--- config.mk ---
export PLATFORM = sky130hd
export DESIGN_NAME = instr_fetch_unit
export DESIGN_NICKNAME = d
export VERILOG_FILES = /design/src/rtl/instr_fetch_unit.sv
export SDC_FILE = /design/constraint.sdc
export NUM_CORES = 1
export LEC_CHECK = 0
export BUFFER_PORTS_ARGS = -buffer_cell sky130_fd_sc_hd__buf_2
export CORE_ASPECT_RATIO = 1.1
export CORE_MARGIN = 4
export CORE_UTILIZATION = 50
export DETAILED_ROUTE_END_ITERATION = 10
export PLACE_DENSITY = 0.86
export SETUP_SLACK_MARGIN = 0.3
export SYNTH_ARGS = -nofsm -noshare
export SYNTH_HDL_FRONTEND = slang
export SYNTH_SLANG_ARGS = --single-unit
--- constraint.sdc ---
create_clock -name clk -period 2.3 [get_ports clk]
set_clock_uncertainty 0.15 [all_clocks]
set_input_delay 0.46 -clock clk [delete_from_list [all_inputs] [get_ports clk]]
set_output_delay 0.46 -clock clk [all_outputs]
set_load 0.03 [all_outputs]
--- src/rtl/instr_fetch_unit.sv ---
`default_nettype none
// ============================================================================
//  Module   : instr_fetch_unit (plus its constants_pkg)
//  Purpose  : Instruction fetch stage ahead of exec_unit. Reads 16-bit
//             instructions as two consecutive bytes from the byte-wide ram,
//             assembles them, buffers complete instructions in a small
//             prefetch queue and hands them to decode over valid/ready.
//             A redirect restarts fetch and flushes buffered and in-flight
//             work.
//  Config   : `IFETCH_PREFETCH_EN defined   -> 2-entry prefetch queue
//             `IFETCH_PREFETCH_EN undefined -> single holding register
//  Ports    : clk, reset (async, active-high)
//             fetch_en                     - allow new fetches to start
//             mem_addr / mem_rd_en         - registered ram read request
//             mem_rd_data                  - ram byte, valid 2 edges after req
//             instr / instr_pc / instr_valid / instr_ready - output handshake
//             redirect_valid / redirect_pc - restart fetch at a new address
//  Revision : 1.0 - initial release
// ============================================================================

package constants_pkg;
  localparam int MEMORY_ADDRESS_BITS = 8;
  localparam int MEMORY_DATA_BITS    = 8;
endpackage

module instr_fetch_unit #(
  parameter int ADDR_BITS = constants_pkg::MEMORY_ADDRESS_BITS,
  parameter int DATA_BITS = constants_pkg::MEMORY_DATA_BITS
) (
  input  logic                   clk,
  input  logic                   reset,
  input  logic                   fetch_en,
  output logic [ADDR_BITS-1:0]   mem_addr,
  output logic                   mem_rd_en,
  input  logic [DATA_BITS-1:0]   mem_rd_data,
  output logic [2*DATA_BITS-1:0] instr,
  output logic [ADDR_BITS-1:0]   instr_pc,
  output logic                   instr_valid,
  input  logic                   instr_ready,
  input  logic                   redirect_valid,
  input  logic [ADDR_BITS-1:0]   redirect_pc
);

  localparam int INSTR_BITS = 2 * DATA_BITS;
`ifdef IFETCH_PREFETCH_EN
  localparam int DEPTH = 2;
`else
  localparam int DEPTH = 1;
`endif
  // Counters must represent 0..DEPTH inclusive.
  localparam int CNT_W = $clog2(DEPTH + 1);

  localparam logic [CNT_W-1:0]     c_depth    = CNT_W'(DEPTH);
  localparam logic [ADDR_BITS-1:0] c_addr_one = ADDR_BITS'(1);
  localparam logic [ADDR_BITS-1:0] c_addr_two = ADDR_BITS'(2);

  typedef enum logic [1:0] {
    IDLE = 2'd0,
    HI   = 2'd1,
    LO   = 2'd2
  } state_t;

  // --------------------------------------------------------------------------
  // Declarations
  // --------------------------------------------------------------------------
  state_t                 r_state, w_state_next;
  logic [ADDR_BITS-1:0]   r_pc, w_pc_next;

  // Request being registered this edge
  logic                   w_req_en;
  logic                   w_req_is_hi;
  logic [ADDR_BITS-1:0]   w_req_addr;
  logic                   r_req_is_hi;   // tag travelling with mem_rd_en

  // Response pipeline: a request seen on mem_rd_en moves here one edge later,
  // and its byte is sampled on the edge after that.
  logic                   r_pend_v;
  logic                   r_pend_is_hi;
  logic [ADDR_BITS-1:0]   r_pend_addr;

  // Assembly holding register for the high byte
  logic [DATA_BITS-1:0]   r_hi_byte;
  logic [ADDR_BITS-1:0]   r_hi_pc;

  // Prefetch queue: slot 0 is always the head, pops shift toward slot 0.
  logic [INSTR_BITS-1:0]  r_q_instr [DEPTH];
  logic [ADDR_BITS-1:0]   r_q_pc    [DEPTH];
  logic [INSTR_BITS-1:0]  w_shift_instr [DEPTH];
  logic [ADDR_BITS-1:0]   w_shift_pc    [DEPTH];
  logic [CNT_W-1:0]       r_count;
  logic [CNT_W-1:0]       w_wr_idx;

  // Reservation count = queued entries + instructions in flight. Space is
  // claimed when the high-byte request issues so a push never stalls.
  logic [CNT_W-1:0]       r_resv;
  logic [CNT_W-1:0]       w_resv_freed;
  logic [CNT_W-1:0]       w_resv_base;
  logic                   w_room;
  logic                   w_issue_hi;

  logic                   w_pop;
  logic                   w_push;
  logic [INSTR_BITS-1:0]  w_push_instr;
  logic [ADDR_BITS-1:0]   w_push_pc;

  // --------------------------------------------------------------------------
  // Handshake and queue bookkeeping
  // --------------------------------------------------------------------------
  assign instr_valid  = (r_count != '0);
  assign instr        = r_q_instr[0];
  assign instr_pc     = r_q_pc[0];

  assign w_pop        = instr_valid & instr_ready;
  // A low byte completes an instruction; bytes sampled on a redirect edge
  // belong to the abandoned stream.
  assign w_push       = r_pend_v & ~r_pend_is_hi & ~redirect_valid;
  assign w_push_instr = {r_hi_byte, mem_rd_data};
  assign w_push_pc    = r_hi_pc;

  // A push on the same edge as a pop lands one slot lower.
  assign w_wr_idx     = r_count - CNT_W'(w_pop);

  // Slot popped this edge counts as already freed.
  assign w_resv_freed = r_resv - CNT_W'(w_pop);
  assign w_room       = fetch_en & (w_resv_freed < c_depth);
  assign w_issue_hi   = w_req_en & w_req_is_hi;
  assign w_resv_base  = redirect_valid ? '0 : w_resv_freed;

  for (genvar gi = 0; gi < DEPTH; gi++) begin : g_slot
    if (gi < DEPTH - 1) begin : g_shift
      assign w_shift_instr[gi] = r_q_instr[gi+1];
      assign w_shift_pc[gi]    = r_q_pc[gi+1];
    end else begin : g_tail
      assign w_shift_instr[gi] = r_q_instr[gi];
      assign w_shift_pc[gi]    = r_q_pc[gi];
    end
  end

  // --------------------------------------------------------------------------
  // Fetch FSM: next state, next pc and the request to register this edge
  // --------------------------------------------------------------------------
  always_comb begin
    w_state_next = r_state;
    w_pc_next    = r_pc;
    w_req_en     = 1'b0;
    w_req_is_hi  = 1'b0;
    w_req_addr   = r_pc;

    if (redirect_valid) begin
      // Redirect overrides whatever the FSM was doing.
      w_pc_next = redirect_pc;
      if (fetch_en) begin
        w_req_en     = 1'b1;
        w_req_is_hi  = 1'b1;
        w_req_addr   = redirect_pc;
        w_state_next = HI;
      end else begin
        w_state_next = IDLE;
      end
    end else begin
      case (r_state)
        IDLE: begin
          if (w_room) begin
            w_req_en     = 1'b1;
            w_req_is_hi  = 1'b1;
            w_req_addr   = r_pc;
            w_state_next = HI;
          end
        end
        HI: begin
          // Low byte always follows, even if fetch_en has dropped.
          w_req_en     = 1'b1;
          w_req_addr   = r_pc + c_addr_one;
          w_state_next = LO;
        end
        LO: begin
          // pc moves past the instruction just requested in either branch so
          // a later start from IDLE fetches the next instruction, not this one.
          w_pc_next = r_pc + c_addr_two;
          if (w_room) begin
            w_req_en     = 1'b1;
            w_req_is_hi  = 1'b1;
            w_req_addr   = r_pc + c_addr_two;
            w_state_next = HI;
          end else begin
            w_state_next = IDLE;
          end
        end
        default: begin
          w_state_next = IDLE;
        end
      endcase
    end
  end

  always_ff @(posedge clk or posedge reset) begin
    if (reset) begin
      r_state <= IDLE;
      r_pc    <= '0;
    end else begin
      r_state <= w_state_next;
      r_pc    <= w_pc_next;
    end
  end

  // --------------------------------------------------------------------------
  // Memory request register and response pipeline
  // --------------------------------------------------------------------------
  always_ff @(posedge clk or posedge reset) begin
    if (reset) begin
      mem_rd_en    <= 1'b0;
      mem_addr     <= '0;
      r_req_is_hi  <= 1'b0;
      r_pend_v     <= 1'b0;
      r_pend_is_hi <= 1'b0;
      r_pend_addr  <= '0;
      r_hi_byte    <= '0;
      r_hi_pc      <= '0;
    end else begin
      mem_rd_en   <= w_req_en;
      r_req_is_hi <= w_req_is_hi;
      if (w_req_en) begin
        mem_addr <= w_req_addr;
      end

      // A request outstanding at a redirect never reaches the sampling stage.
      r_pend_v     <= mem_rd_en & ~redirect_valid;
      r_pend_is_hi <= r_req_is_hi;
      r_pend_addr  <= mem_addr;

      if (r_pend_v && r_pend_is_hi && !redirect_valid) begin
        r_hi_byte <= mem_rd_data;
        r_hi_pc   <= r_pend_addr;
      end
    end
  end

  // --------------------------------------------------------------------------
  // Queue storage, occupancy and reservation counters
  // --------------------------------------------------------------------------
  always_ff @(posedge clk or posedge reset) begin
    if (reset) begin
      r_count <= '0;
      r_resv  <= '0;
      for (int i = 0; i < DEPTH; i++) begin
        r_q_instr[i] <= '0;
        r_q_pc[i]    <= '0;
      end
    end else begin
      r_resv <= w_resv_base + CNT_W'(w_issue_hi);

      if (redirect_valid) begin
        r_count <= '0;
      end else begin
        r_count <= r_count + CNT_W'(w_push) - CNT_W'(w_pop);
      end

      for (int i = 0; i < DEPTH; i++) begin
        if (w_push && (w_wr_idx == CNT_W'(i))) begin
          r_q_instr[i] <= w_push_instr;
          r_q_pc[i]    <= w_push_pc;
        end else if (w_pop) begin
          r_q_instr[i] <= w_shift_instr[i];
          r_q_pc[i]    <= w_shift_pc[i];
        end
      end
    end
  end

endmodule

`default_nettype wire

After elaboration in Yosys (flattened, before gate mapping)
Cells that the tools add are included.
Widths: inputs -> output; s select.
{ "word_totals": {"register_bits": 72, "in_bits": 21, "word_cells": 60} }
{ "classes": {"add_sub_neg": 7, "n_lt_le_gt_ge": 1, "n_eq_ne": 3, "mux": 19, "bitwise_logic": 9, "reduce_logical": 7} }
{ "ops": {"columns": ["operator", "n"], "rows": [
  ["$mux 8", 5],
  ["$pmux 8 s2", 1],
  ["$mux 1", 9],
  ["$add 8x1->8 const B", 1],
  ["$add 8x2->8 const B", 1],
  ["$and 1x1->1", 6],
  ["$pmux 2 s3", 1],
  ["$mux 2", 2],
  ["$logic_and 1x1->1", 3],
  ["$ne 3x3->1 const B", 1],
  ["$not 1->1", 3],
  ["$sub 1x1->1", 3],
  ["$add 1x1->1", 2],
  ["$eq 2x1->1 const B", 1],
  ["$eq 2x2->1 const B", 1],
  ["$logic_not 2->1", 1],
  ["$pmux 1 s2", 1],
  ["$reduce_bool 2->1", 1],
  ["$reduce_or 2->1", 1],
  ["$logic_not 1->1", 1],
  ["$lt 1x1->1 const B", 1]
]} }

Logic depth before layout (Yosys ltp)
{ "depth": {"word_depth": 9, "depth_mapped": 8} }

Worst setup path before layout
Ideal clock, no wire load.
{ "synth_path": {"kind": "register -> register", "start": "register r_state[0]", "end": "register mem_addr[3]", "setup_time_ns": 0.083, "arrival_time_ns": 1.838, "required_ns": 2.067, "slack_ns": 0.229, "path_stages_with_launch": 9, "period_less_slack_ns": 2.071, "cell_sequence": "dfrtp_1 inv_1 ha_1 buf_2 clkinv_1 or3_1 o2bb2ai_1 a21oi_1 o22ai_1"} }
{ "synth_via": {"elab_chain_len": 4, "elab_cells_between_ends": 8} }
{ "synth_lines": {"columns": ["item", "line_no", "rtl"], "rows": [
  ["start, declared", "66", "state_t r_state, w_state_next;"],
  ["start signal, assigned", "201", "r_state <= w_state_next;"],
  ["$eq 2x2->1 / $logic_not 2->1 (equally long branches)", "161", "case (r_state)"],
  ["$reduce_or 2->1 (no line)", null, null],
  ["$pmux 1 s2", "161", null],
  ["$mux 1", "149", "if (redirect_valid) begin"],
  ["end signal, assigned", "223", "mem_addr <= w_req_addr;"],
  ["end, declared", "33", "output logic [ADDR_BITS-1:0] mem_addr,"]
]} }
Parallel ways exist; a longest one is shown, timed or not.
A chain may end at the register's enable or synchronous reset.

Worst setup path after layout
{ "layout_path": {"start": "register r_count, in the netlist instr_valid", "end": "register r_q_instr (netlist bit instr[2])"} }
{ "layout_via": {"elab_chain_len": 4} }
{ "layout_lines": {"columns": ["item", "line_no", "rtl"], "rows": [
  ["start, declared", "90", "logic [CNT_W-1:0] r_count;"],
  ["start signal, assigned", "255", "r_count <= r_count + CNT_W'(w_push) - CNT_W'(w_pop);"],
  ["$and 1x1->1", "113", "assign w_pop = instr_valid & instr_ready;"],
  ["$sub 1x1->1 (*)", "121", "assign w_wr_idx = r_count - CNT_W'(w_pop);"],
  ["$not 1->1 (*)", "259", "if (w_push && (w_wr_idx == CNT_W'(i))) begin"],
  ["$logic_and 1x1->1 (*)", "259", null],
  ["end signal, assigned by index", "260", "r_q_instr[i] <= w_push_instr;"],
  ["end signal, assigned by index", "263", "r_q_instr[i] <= w_shift_instr[i];"],
  ["end, declared", "86", "logic [INSTR_BITS-1:0] r_q_instr [DEPTH];"]
]} }
Mark *: on every way between the ends. The rest lies on a longest branch, timed or not.

==> metrics.csv <==
stage,metric,value,unit
clock_network,clock latency on the worst-skew pair,0.34,ns
detailed_routing,average wire per cell in the routed design,16.80,µm
yosys,post-synth top area cell,dfrtp_1,
place,RePlAce Congestion,0.8801,
floorplanning,core outline area,0.006594,mm²
yosys,area of the mapped netlist,0.003410,mm²
yosys,post-synthesis async set-or-reset flop share,1.000,
layout,post-layout util,0.6169,
layout,Layout Area Growth over Synthesis,19.30,%
power_and_ir_drop,leak pwr,1.916,nW
worst_setup_path,required time of the worst setup path,2.37,ns
worst_setup_path,Worst Path Buf+Inv,1,
power_and_ir_drop,power density over cell area,1129,mW/mm²
worst_setup_path,longest individual stage delay on the worst path,0.52,ns
clock_network,count of H-tree levels built during CTS,3,
worst_setup_path,"Worst Path Class, Setup",reg2reg,
sta,final cycle utilization of the critical path,0.8335,
grt,GRT met3 Usage,0.04712,
power_and_ir_drop,Combinational Power Share,0.387,
place,placed wire-length estimate,5.031,mm
grt,number of global-route vias before repair,2463,
grt,routing usage on met1,0.2325,
clock_network,cts hold-fix bufs,0,
grt,number of antenna violations at the first check in global routing,0,
clock_network,# clock sinks,72,
worst_setup_path,depth of the worst register-to-register path,4,
worst_setup_path,Worst Path Arrival,1.99,ns
layout,antenna diode count,0,
clock_network,number of buffers created by CTS,9,
yosys,count of flip-flops with a built-in enable after synthesis,0,
sta,max frequency,521.7,MHz
flow_run,Maximum Capacitance Violations,0,
power_and_ir_drop,net switching power figure,1.709,mW
clock_network,clock tree from TritonCTS,yes,
floorplanning,count of pins on the block boundary,55,
sta,slew at the pin closest to its max-slew limit,0.4284,ns
grt,met2 track demand over resource,0.3189,
detailed_routing,total via count in the routed design,2479,
sta,final period demand of the worst path,1.917,ns
detailed_routing,count of nets left with antenna violations after detail routing,0,
worst_setup_path,cell family with the largest share of critical-path delay,simple AND/OR/NAND/NOR gates,
sta,remaining max-slew budget at the tightest pin,0.7138,
yosys,number of distinct standard cells referenced by the synthesized netlist,48,
power_and_ir_drop,sequential share of power,0.430,
layout,number of nets at the end of the flow,376,
worst_setup_path,sequence of cells on the critical path,"nor2b_1, or4b_1, buf_12, mux2_4",
yosys,synthesized instance count,280,
grt,global-route usage over all layers,0.1891,
grt,wire length of the first global-routing pass,12.10,mm
sta,final hold violations,0,
floorplanning,horizontal extent of the die,86.74,µm
sta,final setup vio count,0,
detailed_routing,"wirelength, routed",7.273,mm
floorplanning,Die Height,94.61,µm
clock_network,Max Root-Sink Buffers,2,
worst_setup_path,count of cell instances traversed by the critical path,4,
yosys,Synth Flop Type,dfrtp_1,
detailed_routing,initial drt markers,166,
status,outcome,"finished, final reports clean",
detailed_routing,Remaining DRCs,0,
yosys,share of the synthesized area in the top cell type,0.5284,
sta,total negative slack for setup checks,0,ns
yosys,"top cells by area, synth","dfrtp_1, mux2_4, mux2_2",
place,number of buffer cells added on primary ports,54,
grt,busiest grt layer,met2,
yosys,per-instance average area after synthesis,12.18,µm²
power_and_ir_drop,maximum resistive drop on vdd,0.0006565,V
floorplanning,total die area,0.008206,mm²
sta,final number of max-transition violations,0,
yosys,nets in the synthesized netlist,308,
floorplanning,effective utilization at floorplan,0.5171,
grt,largest net degree at the start of global routing,73,
yosys,sequential fraction of the synthesis area,0.5284,
power_and_ir_drop,switching share of total power,0.3722,
worst_setup_path,type of element launching the critical path,flip-flop,
worst_setup_path,critical-path cell with the highest stage delay,or4b_1,
sta,setup repair after global routing missed its margin,yes,
min_path,worst min-delay path class,in2async,
detailed_routing,post-DR vias/cell,5.725,
grt,"Remaining Overflow, GRT",0,
power_and_ir_drop,clock network power share,0.183,
worst_setup_path,highest fanout seen on the critical path,24,
power_and_ir_drop,internal power of the cells,2.882,mW
yosys,synthesis warning total,0,
detailed_routing,number of optimization iterations in the first detailed-route pass,4,
floorplanning,number of rows in the core area,31,
layout,proportion of layout cells with a drive suffix above 1,0.4017,
worst_setup_path,type of destination of the critical path,flip-flop,
clock_network,CTS root buffer,clkbuf_8,
power_and_ir_drop,power after layout,4.591,mW
yosys,synthesized flop and latch total,72,
clock_network,CTS clock-pin slew for the worst setup and hold paths,0.07,ns
layout,layout filler cell count,513,
## final cells by class
cell class / instances / area (µm²) / area share
sequential: 72 / 1808 / 0.4445
multi-input combinational: 183 / 1523 / 0.3743
timing repair buffer: 72 / 430.4 / 0.1058
clock buffer: 11 / 141.4 / 0.03476
tap: 82 / 102.6 / 0.02522
inverter: 10 / 42.54 / 0.01046
clock inverter: 3 / 20.02 / 0.004922
## power by group through the flow
| stage | Combinational [mW] | Sequential (mW) | Clock [mW] |
|---|---|---|---|
| 2_1_floorplan | 0.781 | 2.43 | 0 |
| 3_3_place_gp | 1.69 | 1.97 | 0 |
| 3_5_place_dp | 1.73 | 2.01 | 0 |
| 4_1_cts | 1.76 | 1.98 | 0.869 |
| 5_1_grt | 1.90 | 2.03 | 0.930 |
| 6_report | 1.77 | 1.97 | 0.842 |
## path summary, 6_finish.rpt
kind / slack [ns] / endpoint / start
min in group clk: 0.20 / r_pend_is_hi / r_req_is_hi
worst max-delay path: 0.38 / instr[2] / instr_valid
worst min-delay path: 0.06 / r_pend_addr[1] / reset
worst max register to register: 0.38 / instr[2] / instr_valid
worst min register to register: 0.20 / r_pend_is_hi / r_req_is_hi
max in group asynchronous: 1.62 / instr_valid / reset
## metal layers
layer | share of wire | up-vias
met5 | 0 | -
met4 | 0.012 | 0
met3 | 0.050 | 9
met2 | 0.52 | 69
met1 | 0.42 | 1248
li1 | - | 1153
## sequential cells by signal (all words and copies together) (netlist names)
signal,count
r_resv,1
r_pend_is_hi,1
instr,16
r_pend_v,1
r_req_is_hi,1
r_pc,8
r_hi_pc,8
instr_valid,1
instr_pc,8
r_pend_addr,8
r_hi_byte,8
r_state,2
mem_rd_en,1
mem_addr,8
## worst min-delay path: cells and delay by family
kind / cells / cell delay (ns)
buffers and inverters: 3 / 0.49
## synthesized netlist by cell type, types with 4 or more instances
library cell	count
dfrtp_1	72
mux2_2	21
mux2_4	20
nand2_1	19
o21ai_0	17
nor2_1	12
mux2i_1	10
nand3_1	10
clkbuf_1	8
inv_1	8
ha_1	7
a21oi_1	6
o22ai_1	6
buf_2	5
xnor2_1	4
xor2_1	4
## through the flow
stage	hold slack, ns	std cells	setup WS (ns)	cell area, µm²
floorplan	0.1812	280	0.3281	3417
global placement	0.1842	414	0.2378	3835
detailed placement	0.1847	414	0.2701	3835
CTS	0.06657	429	0.3108	4020
global route	0.08813	433	0.2857	4068
finish	0.05643	433	0.3830	4068
## repair_timing
item                       CTS  global route
resized for setup            3             6
buffers inserted             1             4
pin swaps                    0             1
setup endpoints to repair    4             4
## placed cells by master (no fill, tap or decap), types with 5 or more instances in the layout
cell type | synthesis | routed
dfrtp_1 | 72 | 67
buf_2 | 5 | 54
mux2_2 | 21 | 21
mux2_4 | 20 | 20
nand2_1 | 19 | 19
o21ai_0 | 17 | 17
buf_4 | 0 | 16
nor2_1 | 12 | 12
mux2i_1 | 10 | 10
nand3_1 | 10 | 10
clkbuf_8 | 0 | 10
inv_1 | 8 | 7
o22ai_1 | 6 | 6
a21oi_1 | 6 | 6
dfrtp_2 | 0 | 5
## logic make-up (layout without fill, tap and decap cells)
family          after synthesis  count (layout)  share of synthesized area
compound gates               61              61                     0.1259
xor+xnor                      8               8                    0.02055
fa+ha+maj                     7               7                    0.02569
buf+inv                      25              96                    0.03376
flops                        72              72                     0.5284
mux                          51              51                     0.1868
simple gates                 56              56                    0.07890
Power figures use the tool's default switching activity.
